### src/rtl/lcplc_input_sequencer.sv
// Front-end sequencer for the LCPLC coder: tags a raw block-sequential sample
// stream with end-of-row / slice / band-stack / image flags for one image.
module lcplc_input_sequencer #(
    parameter int unsigned DATA_WIDTH         = 16,
    parameter int unsigned MAX_SLICE_SIZE_LOG = 8,
    parameter int unsigned SIDE_WIDTH         = 5,
    parameter int unsigned BAND_WIDTH         = 8,
    parameter int unsigned BLOCK_WIDTH        = 16
) (
    input  logic                   clk,
    input  logic                   rst,
    input  logic                   cfg_start,
    input  logic [SIDE_WIDTH-1:0]  cfg_cols_m1,
    input  logic [SIDE_WIDTH-1:0]  cfg_rows_m1,
    input  logic [BAND_WIDTH-1:0]  cfg_bands_m1,
    input  logic [BLOCK_WIDTH-1:0] cfg_blocks_m1,
    output logic                   busy,
    output logic                   done,
    input  logic                   s_valid,
    output logic                   s_ready,
    input  logic [DATA_WIDTH-1:0]  s_data,
    output logic                   m_valid,
    input  logic                   m_ready,
    output logic [DATA_WIDTH-1:0]  m_data,
    output logic                   m_last_r,
    output logic                   m_last_s,
    output logic                   m_last_b,
    output logic                   m_last_i
);

    // A full-size coder slice must be expressible with the side fields.
    if (MAX_SLICE_SIZE_LOG > 2 * SIDE_WIDTH) begin : g_bad_geometry
        $error("SIDE_WIDTH too narrow to describe a maximum-size slice");
    end

    typedef enum logic [1:0] {
        ST_IDLE  = 2'd0,
        ST_RUN   = 2'd1,
        ST_FLUSH = 2'd2
    } state_t;

    state_t state, state_nxt;

    logic [SIDE_WIDTH-1:0]  cols_q, rows_q, col_q, row_q;
    logic [BAND_WIDTH-1:0]  bands_q, band_q;
    logic [BLOCK_WIDTH-1:0] blocks_q, block_q;

    logic s_hs_c, m_hs_c;
    logic last_r_c, last_s_c, last_b_c, last_i_c;
    logic start_c;

    // State register.
    always_ff @(posedge clk or negedge rst) begin
        if (!rst) begin
            state <= ST_IDLE;
        end else begin
            state <= state_nxt;
        end
    end

    // Next state, handshakes and flag decode from the current counters.
    always_comb begin
        state_nxt = state;
        s_ready   = 1'b0;
        start_c   = 1'b0;

        last_r_c = (col_q == cols_q);
        last_s_c = last_r_c && (row_q == rows_q);
        last_b_c = last_s_c && (band_q == bands_q);
        last_i_c = last_b_c && (block_q == blocks_q);

        if (state == ST_RUN) begin
            s_ready = !m_valid || m_ready;
        end
        s_hs_c = s_valid && s_ready;
        m_hs_c = m_valid && m_ready;

        case (state)
            ST_IDLE: begin
                if (cfg_start) begin
                    start_c   = 1'b1;
                    state_nxt = ST_RUN;
                end
            end
            ST_RUN: begin
                if (s_hs_c && last_i_c) begin
                    state_nxt = ST_FLUSH;
                end
            end
            ST_FLUSH: begin
                if (m_hs_c && m_last_i) begin
                    state_nxt = ST_IDLE;
                end
            end
            default: state_nxt = ST_IDLE;
        endcase
    end

    // Geometry capture at image start and position counters advanced per accepted sample.
    always_ff @(posedge clk or negedge rst) begin
        if (!rst) begin
            cols_q   <= '0;
            rows_q   <= '0;
            bands_q  <= '0;
            blocks_q <= '0;
            col_q    <= '0;
            row_q    <= '0;
            band_q   <= '0;
            block_q  <= '0;
        end else if (start_c) begin
            cols_q   <= cfg_cols_m1;
            rows_q   <= cfg_rows_m1;
            bands_q  <= cfg_bands_m1;
            blocks_q <= cfg_blocks_m1;
            col_q    <= '0;
            row_q    <= '0;
            band_q   <= '0;
            block_q  <= '0;
        end else if (s_hs_c) begin
            if (last_i_c) begin
                col_q   <= '0;
                row_q   <= '0;
                band_q  <= '0;
                block_q <= '0;
            end else if (last_b_c) begin
                col_q   <= '0;
                row_q   <= '0;
                band_q  <= '0;
                block_q <= block_q + BLOCK_WIDTH'(1);
            end else if (last_s_c) begin
                col_q  <= '0;
                row_q  <= '0;
                band_q <= band_q + BAND_WIDTH'(1);
            end else if (last_r_c) begin
                col_q <= '0;
                row_q <= row_q + SIDE_WIDTH'(1);
            end else begin
                col_q <= col_q + SIDE_WIDTH'(1);
            end
        end
    end

    // Single output register stage; word and flags hold until taken downstream.
    always_ff @(posedge clk or negedge rst) begin
        if (!rst) begin
            m_valid  <= 1'b0;
            m_data   <= '0;
            m_last_r <= 1'b0;
            m_last_s <= 1'b0;
            m_last_b <= 1'b0;
            m_last_i <= 1'b0;
        end else if (s_hs_c) begin
            m_valid  <= 1'b1;
            m_data   <= s_data;
            m_last_r <= last_r_c;
            m_last_s <= last_s_c;
            m_last_b <= last_b_c;
            m_last_i <= last_i_c;
        end else if (m_hs_c) begin
            m_valid <= 1'b0;
        end
    end

    // Status: busy follows the next state, done marks the image's final output handshake.
    always_ff @(posedge clk or negedge rst) begin
        if (!rst) begin
            busy <= 1'b0;
            done <= 1'b0;
        end else begin
            busy <= (state_nxt != ST_IDLE);
            done <= (state == ST_FLUSH) && m_hs_c && m_last_i;
        end
    end

endmodule
### config.mk
export PLATFORM = sky130hd
export DESIGN_NAME = lcplc_input_sequencer
export DESIGN_NICKNAME = d
export VERILOG_FILES = /design/src/rtl/lcplc_input_sequencer.sv
export SDC_FILE = /design/constraint.sdc
export NUM_CORES = 1
export LEC_CHECK = 0
export ABC_AREA = 1
export CAP_MARGIN = 20
export CORE_ASPECT_RATIO = 1.25
export CORE_UTILIZATION = 25
export DETAILED_ROUTE_END_ITERATION = 16
export PLACE_DENSITY = 0.52
export SLEW_MARGIN = 20
export SYNTH_ARGS = -nofsm -noshare
export SYNTH_HDL_FRONTEND = slang
export SYNTH_SLANG_ARGS = --single-unit
### constraint.sdc
create_clock -name clk -period 2 [get_ports clk]
set_input_delay 0.3 -clock clk [delete_from_list [all_inputs] [get_ports clk]]
set_output_delay 0.3 -clock clk [all_outputs]
set_load 0.02 [all_outputs]
[Word-level counts from Yosys, hierarchy flattened]
Cells that the tools add are included.
Operators by class
  $add $sub $neg: 4
  $mul: 0
  divide/modulo/power cells: 0
  $lt $le $gt $ge: 0
  eq/ne operators: 6
  shift-type cells: 0
  mux-type cells: 30
  bitwise logic cells: 0
  reductions and logical operators: 21
Operator list (number)
  $mux W16: 4
  $mux W5: 12
  $mux W8: 5
  $add A16 B1 Y16 const B: 1
  $eq A16 B16 Y1: 1
  $add A5 B1 Y5 const B: 2
  $eq A5 B5 Y1: 2
  $logic_and A1 B1 Y1: 9
  $add A8 B1 Y8 const B: 1
  $eq A8 B8 Y1: 1
  $mux W2: 3
  $pmux W2 S3: 1
  $reduce_and A2 Y1: 3
  $reduce_bool A2 Y1: 3
  $mux W1: 5
  $reduce_bool A5 Y1: 1
  $reduce_bool A4 Y1: 1
  $reduce_bool A3 Y1: 1
  $eq A2 B1 Y1 const B: 1
  $eq A2 B2 Y1 const B: 1
  $logic_not A2 Y1: 1
  $logic_not A1 Y1: 1
  $logic_or A1 B1 Y1: 1
Word-level totals
  register bits after elaboration: 93
  bits in latches: 0
  RAM bits: 0
  ROM bits: 0
  output and inout port bits: 24
  memories kept: 0

[Depth between registers and ports, before layout]
Gate-level depths: netlist of run 1.
  depth after elaboration: 8
  gate-level depth with buffers: 13

[Worst setup path before layout of run 1]
No wires, ideal clock.
  path type: reg2reg
  from: register state[1]
  to: register block_q[9]
  library setup time: 0.118 ns
  arrival time: 1.539 ns
  setup slack: 0.343 ns
  stages on the path, launching flop included: 12
  period minus slack after synthesis: 1.657 ns
  cell sequence: dfrtp_1 > nor2_2 > inv_2 > a21oi_2 > nand2_1 > inv_2 > nand3_2 > nand2_2 > inv_2 > buf_6 > nand2_1 > nand2_1
Between the ends
  word-level cells in the longest chain between the ends: 5
  elaborated cells on any way between the ends: 9
Ends and longest elaborated chain
  from (decl): line 42  | state_t state, state_nxt;
  from (signal assigned): line 57  | state <= state_nxt;
  $eq A2 B1 Y1: line 72  | if (state == ST_RUN) begin
  $mux W1: line 72
  named net s_ready: line 20  | output logic s_ready,
  $logic_and A1 B1 Y1: line 75  | s_hs_c = s_valid && s_ready;
  $reduce_bool A2 Y1 (no line)
  $reduce_and A2 Y1 (no line)
  to (signal assigned): line 129  | block_q <= block_q + BLOCK_WIDTH'(1);
  to (decl): line 46  | logic [BLOCK_WIDTH-1:0] blocks_q, block_q;
The timed path passes the listed nets, and every way through them passes these cells.
A chain may end at the register's enable or synchronous reset.

[Final worst setup path of run 1]
  from: register col_q[3]
  to: register state[0]
Between the ends
  word-level cells in the longest chain between the ends: 7
Ends and longest elaborated chain
  from (decl): line 44  | logic [SIDE_WIDTH-1:0] cols_q, rows_q, col_q, row_q;
  from (signal assigned): line 138  | col_q <= col_q + SIDE_WIDTH'(1);
  $eq A5 B5 Y1: line 67  | last_r_c = (col_q == cols_q);
  $logic_and A1 B1 Y1: line 68  | last_s_c = last_r_c && (row_q == rows_q);
  $logic_and A1 B1 Y1: line 69  | last_b_c = last_s_c && (band_q == bands_q);
  $logic_and A1 B1 Y1: line 70  | last_i_c = last_b_c && (block_q == blocks_q);
  $logic_and A1 B1 Y1: line 86  | if (s_hs_c && last_i_c) begin
  $mux W2: line 86
  $pmux W2 S3: line 78  | case (state)
  named net state_nxt[0]: line 42
The timed path passes the listed nets, and every way through them passes these cells.

==> impl_metrics.toml, run 1 <==
[run_status]
status = "finished clean"

[floorplanning]
ios = 79
fp.coreArea_um2 = 18990
fp.dieW_um = 127.2
dieArea_um2 = 20170
die_h_um = 158.5
initial_core_util_pct = 25.80
rows = 56

[layout]
final_cell_mix = "246 x nand2_1, 93 x dfrtp_1, 76 x clkdlybuf4s50_1"
multiInputGateArea_um2 = 2233
design_area_um2 = 6322
instances_no_fill = 964
num_antenna_cells = 0
seq_area_um2 = 2327
drive_above_1_share_pct = 9.388
nets = 758
syn2layout_area_growth_pct = 29.03
mostFrequentLayoutCell = "nand2_1"
n_fill_cell = 1990

[critical_path]
crit_path_frequent_cell = "nand2_1"
critical_path_peak_fanout = 4
rrSetupSlack_ns = 0.20
required_ns = 2.24
slowest_delay_ns = 0.42
r2r_start = "col_q[3]"
crit_buf_inv = 1
r2r.worst_path.cells = 8
slowest_stage = "dfrtp_1"
path_cells = "xnor2_1 > nand2_2 > nor2_4 > nand3_4 > inv_2 > nand3_1 > nand2_1 > nand2_1"
arrival_ns = 2.03
startpoint_type = "register"
endpoint_kind = "register"
criticalPathCategory = "reg2reg"
r2r_end = "state[0]"
critPathTopFamily = "simple AND/OR/NAND/NOR gates"

[global_routing]
grt_antenna_before_repair = 0
grt_pass1_wl_um = 19820
grt.total_usage_pct = 12.59
grt_pass1_vias = 3930
grt_overflow = 0
grt_max_degree = 36

[power]
power.density_nw_per_um2 = 940.4
peakVddDrop_mv = 0.3854
power.leakage_nw = 3.087

[synth]
synth_ff_type = "dfrtp_1"
synth_compound_area_share_pct = 3.882
synth_edf_count = 0
synth_fp_nets = 676
synth_top_cell_area_share_pct = 47.50
syn_area_um2 = 4900
syn_inst = 617
ys_warn_count = 0
avgSynthCellArea_um2 = 7.941
synthAdderAreaFrac_pct = 1.021
synth-simple-area-share_pct = 33.25
ys_seq_elements = 93
ys_types = 32
synth_top_area_cell = "dfrtp_1"
synthArstFlopShare_pct = 100.0
synth_mux_area_share_pct = 0
ys_seq_area_share_pct = 47.50
synth_top_family_by_area = "simple AND/OR/NAND/NOR gates"
synth_area_leaders = "dfrtp_1 47%, nand2_1 19%, xor2_1 5.2%"
synth-xor-area-share_pct = 7.329

[timing]
maxSlewViolCount = 0
min_period_over_period_pct = 89.85
rsz0062_at_grt = "no"
max_freq_mhz = 556.5
finalHoldViolCount = 0
fin_worst_skew_ns = 0.008970
fin_ws_ns = 0.2031
tightest_slew_ns = 0.4747
finalCriticalPeriod_ns = 1.797
totalNegativeSetupSlack_ns = 0
finalSetupViolCount = 0
relSlewSlack_pct = 68.35

[cts]
root_buffer = "clkbuf_16"
cts_buffer_depth = 2
tritoncts = "done"
clkLatencyLatePin_ns = 0.35
cts_sinks = 93
h-tree-depth = 3
cts_made_buffers = 9
clk_pin_slew_ns = 0.07

[drt]
drtIter0Drc = 196
vias_per_cell = 4.213
drc = 0
detail-route-antenna-nets = 0
first_pass_iters = 5
wl_per_cell_um = 12.18
routed_wl_um = 11740
vias = 4061

[place]
place_congestion = 0.8088
dpl_cell_area_um2 = 6046
detailedPlace.worstSlack_ns = 0.08403
dp.cells = 948
port_buffers = 78
dp_hpwl_um = 8391

[hold_path]
hp-class = "in2async"

[run]
drv_cap = 0
area by class of cell:
type | count | area share [%]
Tap cell | 261 | 5.165
Multi-Input combinational cell | 442 | 35.33
Sequential cell | 93 | 36.81
Timing Repair Buffer | 93 | 14.90
Inverter | 60 | 3.562
Clock buffer | 11 | 3.839
Clock inverter | 4 | 0.3958
state kept, by name (all words and copies together) (netlist names):
register	flops
band_q	8
bands_q	8
block_q	16
blocks_q	16
busy	1
col_q	5
cols_q	5
done	1
m_data	16
m_last_b	1
m_last_i	1
m_last_r	1
m_last_s	1
m_valid	1
row_q	5
rows_q	5
state	2
layer usage:
layer	vias to the layer above	GRT usage (%)	wire, um
li1	2105	-	-
met1	1867	16.85	5756
met2	76	20.25	5347
met3	13	1.512	417
met4	0	6.009	219
met5	-	0	0
power by group:
group / leakage (nW) / internal [mW] / switching [mW]
clock: 0.127 / 0.866 / 0.729
sequential: 1.20 / 2.27 / 0.328
combinational: 1.76 / 0.765 / 0.986
total: 3.09 / 3.90 / 2.04
cells by family (layout without fill, tap and decap cells):
kind of cell / after synthesis / count (layout)
AND/OR/NAND/NOR: 361 / 361
flip-flops: 93 / 93
buffers and inverters: 82 / 168
XOR/XNOR: 41 / 41
AO/OA/AOI/OAI: 36 / 36
adder cells (fa/ha/maj): 4 / 4
worst max-delay path by stage:
stage / start / endpoint / slack (ns) / cells after the start
4_1_cts: col_q[3] / state[0] / 0.20 / 8
5_1_grt: col_q[3] / state[0] / 0.07 / 8
6_report: col_q[3] / state[0] / 0.20 / 8
3_5_place_dp: m_ready / row_q[2] / 0.08 / 9
3_3_place_gp: m_ready / s_ready / 0.1 / 4
2_1_floorplan: state[1] / block_q[9] / 0.34 / 11
cells in the mapped netlist, types with 5 or more instances:
master    count
dfrtp_1      93
nand2_2       5
nand3_1      34
xor2_1       29
nand2_1     246
nor2_1       28
clkbuf_1     12
inv_1        45
nor3_1        7
xnor2_1      12
inv_2        14
nand4_1      24
o21ai_1       8
o21ai_0      22
buf_2         5
metrics by stage:
| step | util, % | hold slack (ns) | power (mW) |
|---|---|---|---|
| 2_1_floorplan | - | 0.004409 | 3.781 |
| 3_3_place_gp | 31.84 | 0.2915 | 4.395 |
| 3_5_place_dp | 31.84 | 0.2856 | 4.413 |
| 4_1_cts | 33.30 | 0.4559 | 6.045 |
| 5_1_grt | 33.30 | 0.4961 | 6.353 |
| 6_report | 33.30 | 0.4431 | 5.946 |
timing repair:
action                                  CTS  global route
endpoints found under the setup margin    1             0
endpoints found under the hold margin    31             0
hold buffers                              1             0
resized for setup                         1             0
buffers inserted                          0             0
(Power assumes the default switching activity.)
==> run 2, diff against run 1 <==
--- a/config.mk
+++ b/config.mk
@@ -10,6 +10,7 @@
 export CORE_ASPECT_RATIO = 1.25
 export CORE_UTILIZATION = 25
 export DETAILED_ROUTE_END_ITERATION = 16
+export GPL_TIMING_DRIVEN = 0
 export PLACE_DENSITY = 0.52
 export SLEW_MARGIN = 20
 export SYNTH_ARGS = -nofsm -noshare
==> run 2 against run 1 <==
Net effect:
- register-to-register slack barely moved
- count of clock-buffer cells in the layout fell by 2
- sequential power barely moved
- sequential cell count did not move
- routed wire length rose by 3.4%
- combinational power barely moved
- clock power rose by 16%
- utilization rose by 0.19 points
- cell area rose by 0.57%
- fmax rose by 0.64%
- cell count rose by 0.93%
- critical endpoint is now block_q[15]
==> impl_metrics.toml, run 2 (synthesized netlist as in run 1, its figures left out) <==
[power]
peakVddDrop_mv = 0.4753
power.density_nw_per_um2 = 973.0
switching_share_pct = 33.56
switchingPower_mw = 2.077
power_mw = 6.187
intPower_mw = 4.111
clockPowerShare_pct = 29.8
p_comb_share_pct = 28.2
seq_power_share_pct = 42.0
power.leakage_nw = 3.085

[place]
detailedPlace.worstSlack_ns = 0.007781
dpl_cell_area_um2 = 6036
port_buffers = 78
dp.cells = 957
place_congestion = 0.7964
dp_hpwl_um = 8889

[floorplanning]
dieArea_um2 = 20170
initial_core_util_pct = 25.80
die_h_um = 158.5
rows = 56
fp.dieW_um = 127.2
ios = 79
fp.coreArea_um2 = 18990

[layout]
seq_area_um2 = 2327
reg.largest.list = "block_q: 16 flops, blocks_q: 16 flops, m_data: 16 flops"
design_area_um2 = 6359
syn2layout_area_growth_pct = 29.78
multiInputGateArea_um2 = 2228
n_fill_cell = 2040
mostFrequentLayoutCell = "nand2_1"
num_antenna_cells = 0
final_cell_mix = "246 x nand2_1, 93 x dfrtp_1, 76 x clkdlybuf4s50_1"
drive_above_1_share_pct = 8.708
nets = 767
instances_no_fill = 973

[drt]
wl_per_cell_um = 12.47
vias = 4007
first_pass_iters = 4
drtIter0Drc = 137
detail-route-antenna-nets = 0
vias_per_cell = 4.118
drc = 0
routed_wl_um = 12140

[hold_path]
hp-class = "in2async"

[run_status]
status = "finished clean"

[critical_path]
critical_path_peak_fanout = 10
arrival_ns = 2.02
criticalPathCategory = "reg2reg"
endpoint_kind = "register"
required_ns = 2.23
startpoint_type = "register"

[timing]
min_period_over_period_pct = 89.28
relSlewSlack_pct = 60.21
tightest_slew_ns = 0.5969
rsz0062_at_grt = "no"
maxSlewViolCount = 0
max_freq_mhz = 560.0
whs_ns = 0.4192
fin_ws_ns = 0.2144
fin_worst_skew_ns = 0.006759
finalSetupViolCount = 0
finalHoldViolCount = 0
finalCriticalPeriod_ns = 1.786

[global_routing]
grt_pass1_wl_um = 20470
grt.total_usage_pct = 13.11
grt_antenna_before_repair = 0
grt_pass1_vias = 4029
grt_overflow = 0
grt_max_degree = 60

[cts]
cts_made_buffers = 9
h-tree-depth = 3
tritoncts = "done"
post_cts_buffers = 0
clk_pin_slew_ns = 0.07
clkLatencyLatePin_ns = 0.34
root_buffer = "clkbuf_16"
cts_sinks = 93
cts_buffer_depth = 2

[run]
drv_cap = 0
==> run 2: per-stage QoR <==
step / TNS (ns) / util, %
2_1_floorplan: 0 / -
3_3_place_gp: -292.76 / 31.64
3_5_place_dp: 0 / 31.79
4_1_cts: 0 / 33.49
5_1_grt: 0 / 33.49
6_report: 0 / 33.49
==> run 2: worst paths after layout <==
path                       startpoint     endpoint  slack (ns)  depth (start not counted)
hold / removal                    rst    m_data[7]        0.42                          2
setup reg to reg             col_q[0]  block_q[15]        0.21                         10
hold reg to reg              state[0]         done        0.47                          1
max in group asynchronous         rst   block_q[6]        0.97                          3
setup / recovery             col_q[0]  block_q[15]        0.21                         10
min in group clk             state[0]         done        0.47                          1
==> run 2: what timing repair did <==
| item | 4_1_cts | 5_1_grt |
|---|---|---|
| hold buffers | 1 | 0 |
| hold endpoints to repair | 34 | 0 |
| resized for setup | 1 | 0 |
| endpoints found under the setup margin | 1 | 0 |
==> run 2: critical path, stage by stage, from the launching register on <==
cell and delay [ns]:
dfrtp_1 0.45, xor2_1 0.16, nor2_1 0.18, nand3_4 0.14, nor2_4 0.19, nand3_2 0.11
nand2_2 0.10, inv_2 0.08, buf_6 0.15, nand2_1 0.06, nand2_1 0.05
==> run 2: power groups by stage <==
stage	sequential, mW	clock, mW	combinational (mW)
2_1_floorplan	2.65	0	1.13
3_3_place_gp	2.62	0	1.75
3_5_place_dp	2.62	0	1.78
4_1_cts	2.59	1.90	1.79
5_1_grt	2.65	1.96	1.99
6_report	2.60	1.84	1.75
==> run 2: layer usage <==
layer	part of all wire, %	GRT usage [%]	vias up
met5	0	0	-
met4	2.0	5.215	0
met3	3.3	2.554	15
met2	46	21.01	57
met1	49	17.40	1818
li1	-	-	2117
==> run 2: final cells by class <==
class                           instances  share of cell area (%)
Multi-Input combinational cell        442                   35.05
Timing Repair Buffer                   80                   12.87
Buffer                                 22                   1.869
Sequential cell                        93                   36.60
Clock inverter                          6                   1.397
Inverter                               60                   3.542
Clock buffer                            9                   3.542
Tap cell                              261                   5.136
==> RTL change 1: new RTL, settings of run 1 <==
The 3 states of `state_t` get a one-hot encoding in 3 bits.
--- a/src/rtl/lcplc_input_sequencer.sv
+++ b/src/rtl/lcplc_input_sequencer.sv
@@ -33,10 +33,10 @@
         $error("SIDE_WIDTH too narrow to describe a maximum-size slice");
     end
 
-    typedef enum logic [1:0] {
-        ST_IDLE  = 2'd0,
-        ST_RUN   = 2'd1,
-        ST_FLUSH = 2'd2
+    typedef enum logic [2:0] {
+        ST_IDLE  = 3'b001,
+        ST_RUN   = 3'b010,
+        ST_FLUSH = 3'b100
     } state_t;
 
     state_t state, state_nxt;
Function: no difference found for any inputs over 4 cycles, from zero or initial values and one cycle with rst low; so few cycles prove little.
==> RTL change 1 against run 1 <==
The run now ends with design-rule violations left; synthesized area fell by 2.8%; final area decreased by 1.8%; power increased by 16%; combinational power up 40%; sequential cell count grew 1; routed wire length shrank 1.4%; cell count fell by 3.4%; worst setup slack lost 8.9 ps; largest cell class unchanged; synthesized cell count shrank 1.6%; global-route usage is 0.18 points higher; clock skew is 2.3 ps higher; utilization decreased by 0.096 points; die area is 2.7% lower.
==> RTL change 1: results (changes against run 1) <==
| Metric | Value |
|---|---|
| Relative slew slack | 0.7335 (+0.04994) |
| Failing checks | design-rule violations |
| Largest net degree at the start of global routing | 56 (+56%) |
| Layout cells sized above 1 | 0.07868 (-0.01520) |
| Outcome | complete, but fails checks |
| Final Skew | 11.30 ps (+2.330 ps) |
| Data buffer area share | 0.1539 (+0.004888) |
| Hpwl dp | 8.282 mm (-1.3%) |
| Inverter count | 63 (+5.0%) |
| Final clock-cell share | 0.04371 (+0.001364) |
| Leak Pwr | 3.039 nW (-1.5%) |
| Synth area leaders | dfrtp_1 (49%), nand2_1 (19%), xor2_1 (4.8%) |
| Syn nets | 666 (-1.5%) |
| Seq/Total Area, Yosys | 0.4941 (+0.01912) |
| Global-route wire length before repair | 19.51 mm (-1.6%) |
| Multi-In Gates | 431 (-2.5%) |
| Fmax | 0.5538 GHz (-0.49%) |
| Clk buf depth | 2 (unchanged) |
| Number of global-route vias before repair | 3955 (+0.64%) |
| Worst EP arrival | 2090 ps (+60 ps) |
| Placer Congestion | 0.7632 (-5.6%) |
| Drt first pass iters | 10 (+5) |
| Peak fanout along the critical path | 16 (+12) |
| Synthesized instance count | 607 (-1.6%) |
| Final nets | 754 (-0.53%) |
| Final WL | 11.58 mm (-1.4%) |
| # setup viols final | 0 (unchanged) |
| Footprint of the multi-input gates | 2101 um2 (-5.9%) |
| Residual DRC count | 5 (+5) |
| Clock Latency Late Sink | 350 ps (about the same) |
| Leading cell types by count after synthesis | nand2_1 (241), dfrtp_1 (93), inv_1 (54), nor2_1 (32), nand3_1 (30) |
| DR vias/cell | 4.281 (+1.6%) |
| Synth cell types | 30 (-6.3%) |
| Final Non-Filler Cells | 931 (-3.4%) |
| Sequential Area | 2356 um2 (+1.2%) |
| Seq Cell Count | 94 (+1.1%) |
| Initial DRC count | 263 (+34%) |
| Fillcell total | 1973 (-0.85%) |
| VDD IR max | 0.4054 mV (+5.2%) |
| Sw frac | 0.3674 (+0.02386) |
| Biggest regs | block_q (16), blocks_q (16), m_data (16) |
| Non-clock buffer count | 96 (+3.2%) |
| GRT Util Overall | 0.1277 (+0.001787) |
| Post-place setup slack | -84.23 ps (-168.3 ps) |
| Core Region | 18710 um2 (-1.5%) |
| Post-placement cell count | 915 (-3.5%) |
| Clkbuf count | 9 (-2) |
RTL change 1: changes by cell type in the layout (fill, tap and decap cells not counted), sizes merged, moves of 4 or more:
cell / before / now
nand4: 25 / 21
inv: 59 / 64
nand2: 252 / 243
o21ai: 30 / 34
nand3: 37 / 32
RTL change 1: repair_timing:
item | in CTS | in global routing
hold buffers | 1 | 0
buffers inserted | 0 | 0
endpoints found under the setup margin | 1 | 16
resized for setup | 1 | 6
hold endpoints to repair | 25 | 0
RTL change 1: final timing paths:
check                           slack (ps)              startpoint                      end  cells past startpoint
min in group clk                       470  m_data[11]$_DFFE_PN0P_   m_data[11]$_DFFE_PN0P_                      2
worst max register to register         190    row_q[2]$_DFFE_PN0P_   block_q[5]$_DFFE_PN0P_                     12
worst max-delay path                   190    row_q[2]$_DFFE_PN0P_   block_q[5]$_DFFE_PN0P_                     12
worst min-delay path                   420                     rst  blocks_q[0]$_DFFE_PN0P_                      2
max in group asynchronous              970                     rst       state[0]$_DFF_PN1_                      3
worst min register to register         470  m_data[11]$_DFFE_PN0P_   m_data[11]$_DFFE_PN0P_                      2
RTL change 1: kinds of logic (layout without fill, tap and decap cells):
| family | after synthesis | count (layout) | synth area share |
|---|---|---|---|
| adders and majority gates | 4 | 4 | 0.01051 |
| AOI/OAI and AO/OA | 44 | 44 | 0.04780 |
| xor gates and xnor gates | 38 | 38 | 0.06987 |
| DFF | 94 | 94 | 0.4941 |
| buffers and inverters | 82 | 174 | 0.06803 |
| and+or+nand+nor | 345 | 345 | 0.3097 |
RTL change 1: metal layers:
layer,global-route usage,vias to the layer above,routed length (um),share of wire
met4,0.05401,0,114,0.0098
met5,0,-,0,0
met1,0.1535,1849,5101,0.44
li1,-,2078,-,-
met2,0.2233,48,6032,0.52
met3,0.02359,11,328,0.028
RTL change 1: power groups by stage:
stage / clock network (mW) / logic [mW] / registers, mW
after floorplan: 0 / 1.35 / 3.02
after global placement: 0 / 2.48 / 2.87
after detailed placement: 0 / 2.50 / 2.88
after CTS: 1.69 / 2.51 / 2.85
after global routing: 1.76 / 2.80 / 2.92
final: 1.62 / 2.45 / 2.84
RTL change 1: metrics by stage:
stage / utilization / power, mW / instance area, um2
after CTS: 0.3309 / 7.044 / 6190
after global placement: 0.3159 / 5.355 / 5909
after global routing: 0.3320 / 7.478 / 6211
after detailed placement: 0.3159 / 5.383 / 5909
final: 0.3320 / 6.915 / 6211
after floorplan: - / 4.372 / 4763
RTL change 1: worst register-to-register path, cell delays in order, from the launching register on:
cell and delay, ps:
dfrtp_1 430, inv_2 60, nand2_1 50, nand2_1 40
nor2_1 90, nand2_1 90, nor2_4 120, buf_4 150
nand3_2 140, nor2_8 130, buf_4 230, nand4_1 120
nand2_1 70
==> RTL change 2: new RTL, flow settings as in run 1 <==
Made on the original files. `BAND_WIDTH`: 8 -> 12.
--- a/src/rtl/lcplc_input_sequencer.sv
+++ b/src/rtl/lcplc_input_sequencer.sv
@@ -4,7 +4,7 @@
     parameter int unsigned DATA_WIDTH         = 16,
     parameter int unsigned MAX_SLICE_SIZE_LOG = 8,
     parameter int unsigned SIDE_WIDTH         = 5,
-    parameter int unsigned BAND_WIDTH         = 8,
+    parameter int unsigned BAND_WIDTH         = 12,
     parameter int unsigned BLOCK_WIDTH        = 16
 ) (
     input  logic                   clk,
Ports: changed (resized cfg_bands_m1); port bits go from 79 to 83. No check against the original RTL was run, so the function may have changed too.
==> RTL change 2 against run 1 <==
Hold slack worse by 520 ps; the flow now finishes with violations (negative hold slack); power is 4.9% higher; critical path type unchanged; global-route usage is 0.13 points higher; sequential cell count is 8 higher; synthesized area is 8.4% higher; routed wire length is 7.6% higher; final area is 8.2% higher; first-iteration DRC count is 43% higher; clock skew is 2.1 ps higher; critical path depth is 3 higher; worst setup slack better by 2.1 ps; sequential power is 7% higher; highest routed layer unchanged.
==> RTL change 2: results (changes against run 1) <==
| Metric | Value |
|---|---|
| Number of global-route vias before repair | 4537 (+15%) |
| Leak Pwr | 3.420 nW (+11%) |
| Seq/Total Area, Yosys | 0.4757 (+0.0007674) |
| VDD IR max | 0.4176 mV (+8.4%) |
| I/O Buffers | 82 (+5.1%) |
| Synth cell types | 31 (-3.1%) |
| Final WL | 12.64 mm (+7.6%) |
| Worst-margin pin slew | 624.4 ps (+149.6 ps) |
| Critical path's largest stage delay | 440 ps (+20 ps) |
| Largest net degree at the start of global routing | 102 (+180%) |
| Gate power share | 0.270 (-0.024) |
| Reg2reg start | block_q[13]$_DFFE_PN0P_ |
| Global-route wire length before repair | 22.09 mm (+11%) |
| Final Skew | 11.07 ps (+2.100 ps) |
| GRT met1 Usage | 0.1560 (-0.01246) |
| Vias post-DR | 4404 (+8.4%) |
| Syn nets | 756 (+12%) |
| Seq pwr share | 0.447 (+0.010) |
| Initial DRC count | 281 (+43%) |
| Leading cell types by count after synthesis | nand2_1 (298), dfrtp_1 (101), inv_1 (68), nor2_1 (35), o21ai_0 (34) |
| GR Util met3 | 0.01964 (+0.004523) |
| Outcome | complete, but fails checks |
| Final nets | 846 (+12%) |
| Metal2 WL | 6.062 mm (+13%) |
| Failing checks | negative hold slack |
| Hpwl dp | 8.743 mm (+4.2%) |
| Fillcell total | 2257 (+13%) |
| Met2 Use GR | 0.2208 (+0.01830) |
| Internal cell power | 4.091 mW (+4.8%) |
| Fin. Hold Viols | 22 (+22) |
| Layout cells sized above 1 | 0.08249 (-0.01140) |
| Hold slack | -74.78 ps (-517.9 ps) |
| Placer Congestion | 0.8149 (+0.75%) |
| Met3 WL | 383 um (-8.2%) |
| Post-Route M1 WL | 5.937 mm (+3.1%) |
| Synth area leaders | dfrtp_1 (48%), nand2_1 (21%), xor2_1 (5.1%) |
| Net Sw Power | 2.144 mW (+4.9%) |
| Drt first pass iters | 4 (-1) |
| Worst r2r path cells | 11 (+3) |
==> RTL change 2: cell count changes in the layout (fill, tap and decap cells not counted), moves of 6 or more <==
cell / before / now
dfrtp_1: 93 / 101
o21ai_0: 22 / 34
nand3_1: 33 / 27
nor2_1: 28 / 35
nand2_1: 246 / 298
inv_1: 45 / 67
==> RTL change 2: worst min-delay path by stage <==
stage                                   to  from
finish              bands_q[8]$_DFFE_PN0P_   rst
global route        bands_q[8]$_DFFE_PN0P_   rst
CTS                 bands_q[8]$_DFFE_PN0P_   rst
detailed placement  bands_q[0]$_DFFE_PN0P_   rst
global placement    bands_q[8]$_DFFE_PN0P_   rst
floorplan            band_q[0]$_DFFE_PN0P_   rst
==> RTL change 2: metrics by stage <==
step | instance area (um2) | hold WS [ps] | setup WS (ps) | cells
after floorplan | 5313 | 4.409 | 279.5 | 693
after global placement | 6545 | 420.2 | 39.00 | 1046
after detailed placement | 6545 | 427.5 | 12.31 | 1046
after CTS | 6834 | 36.40 | 101.5 | 1062
after global routing | 6842 | 51.78 | 32.43 | 1062
final | 6842 | -74.78 | 205.2 | 1062
==> RTL change 2: cell type report <==
type,count,area [um2],area share
tap,274,342.8,0.05011
multi-input combinational,495,2406,0.3517
sequential,101,2527,0.3694
inverter,76,285.3,0.04170
clock buffer,9,225.2,0.03292
timing repair buffer,100,989.7,0.1447
clock inverter,7,65.06,0.009510
==> RTL change 2: cell families after synthesis <==
group	after synthesis	synth area share
flops	101	0.4757
simple gates	406	0.3314
fa+ha+maj	4	0.009421
xor+xnor	40	0.06595
compound gates	45	0.04475
buf+inv	97	0.07277
==> RTL change 2: worst max-delay path, delay by kind of cell, from the launching register on <==
| kind | cells | cell delay [ps] |
|---|---|---|
| buffers and inverters | 2 | 260 |
| flip-flops | 1 | 440 |
| AND/OR/NAND/NOR | 9 | 980 |
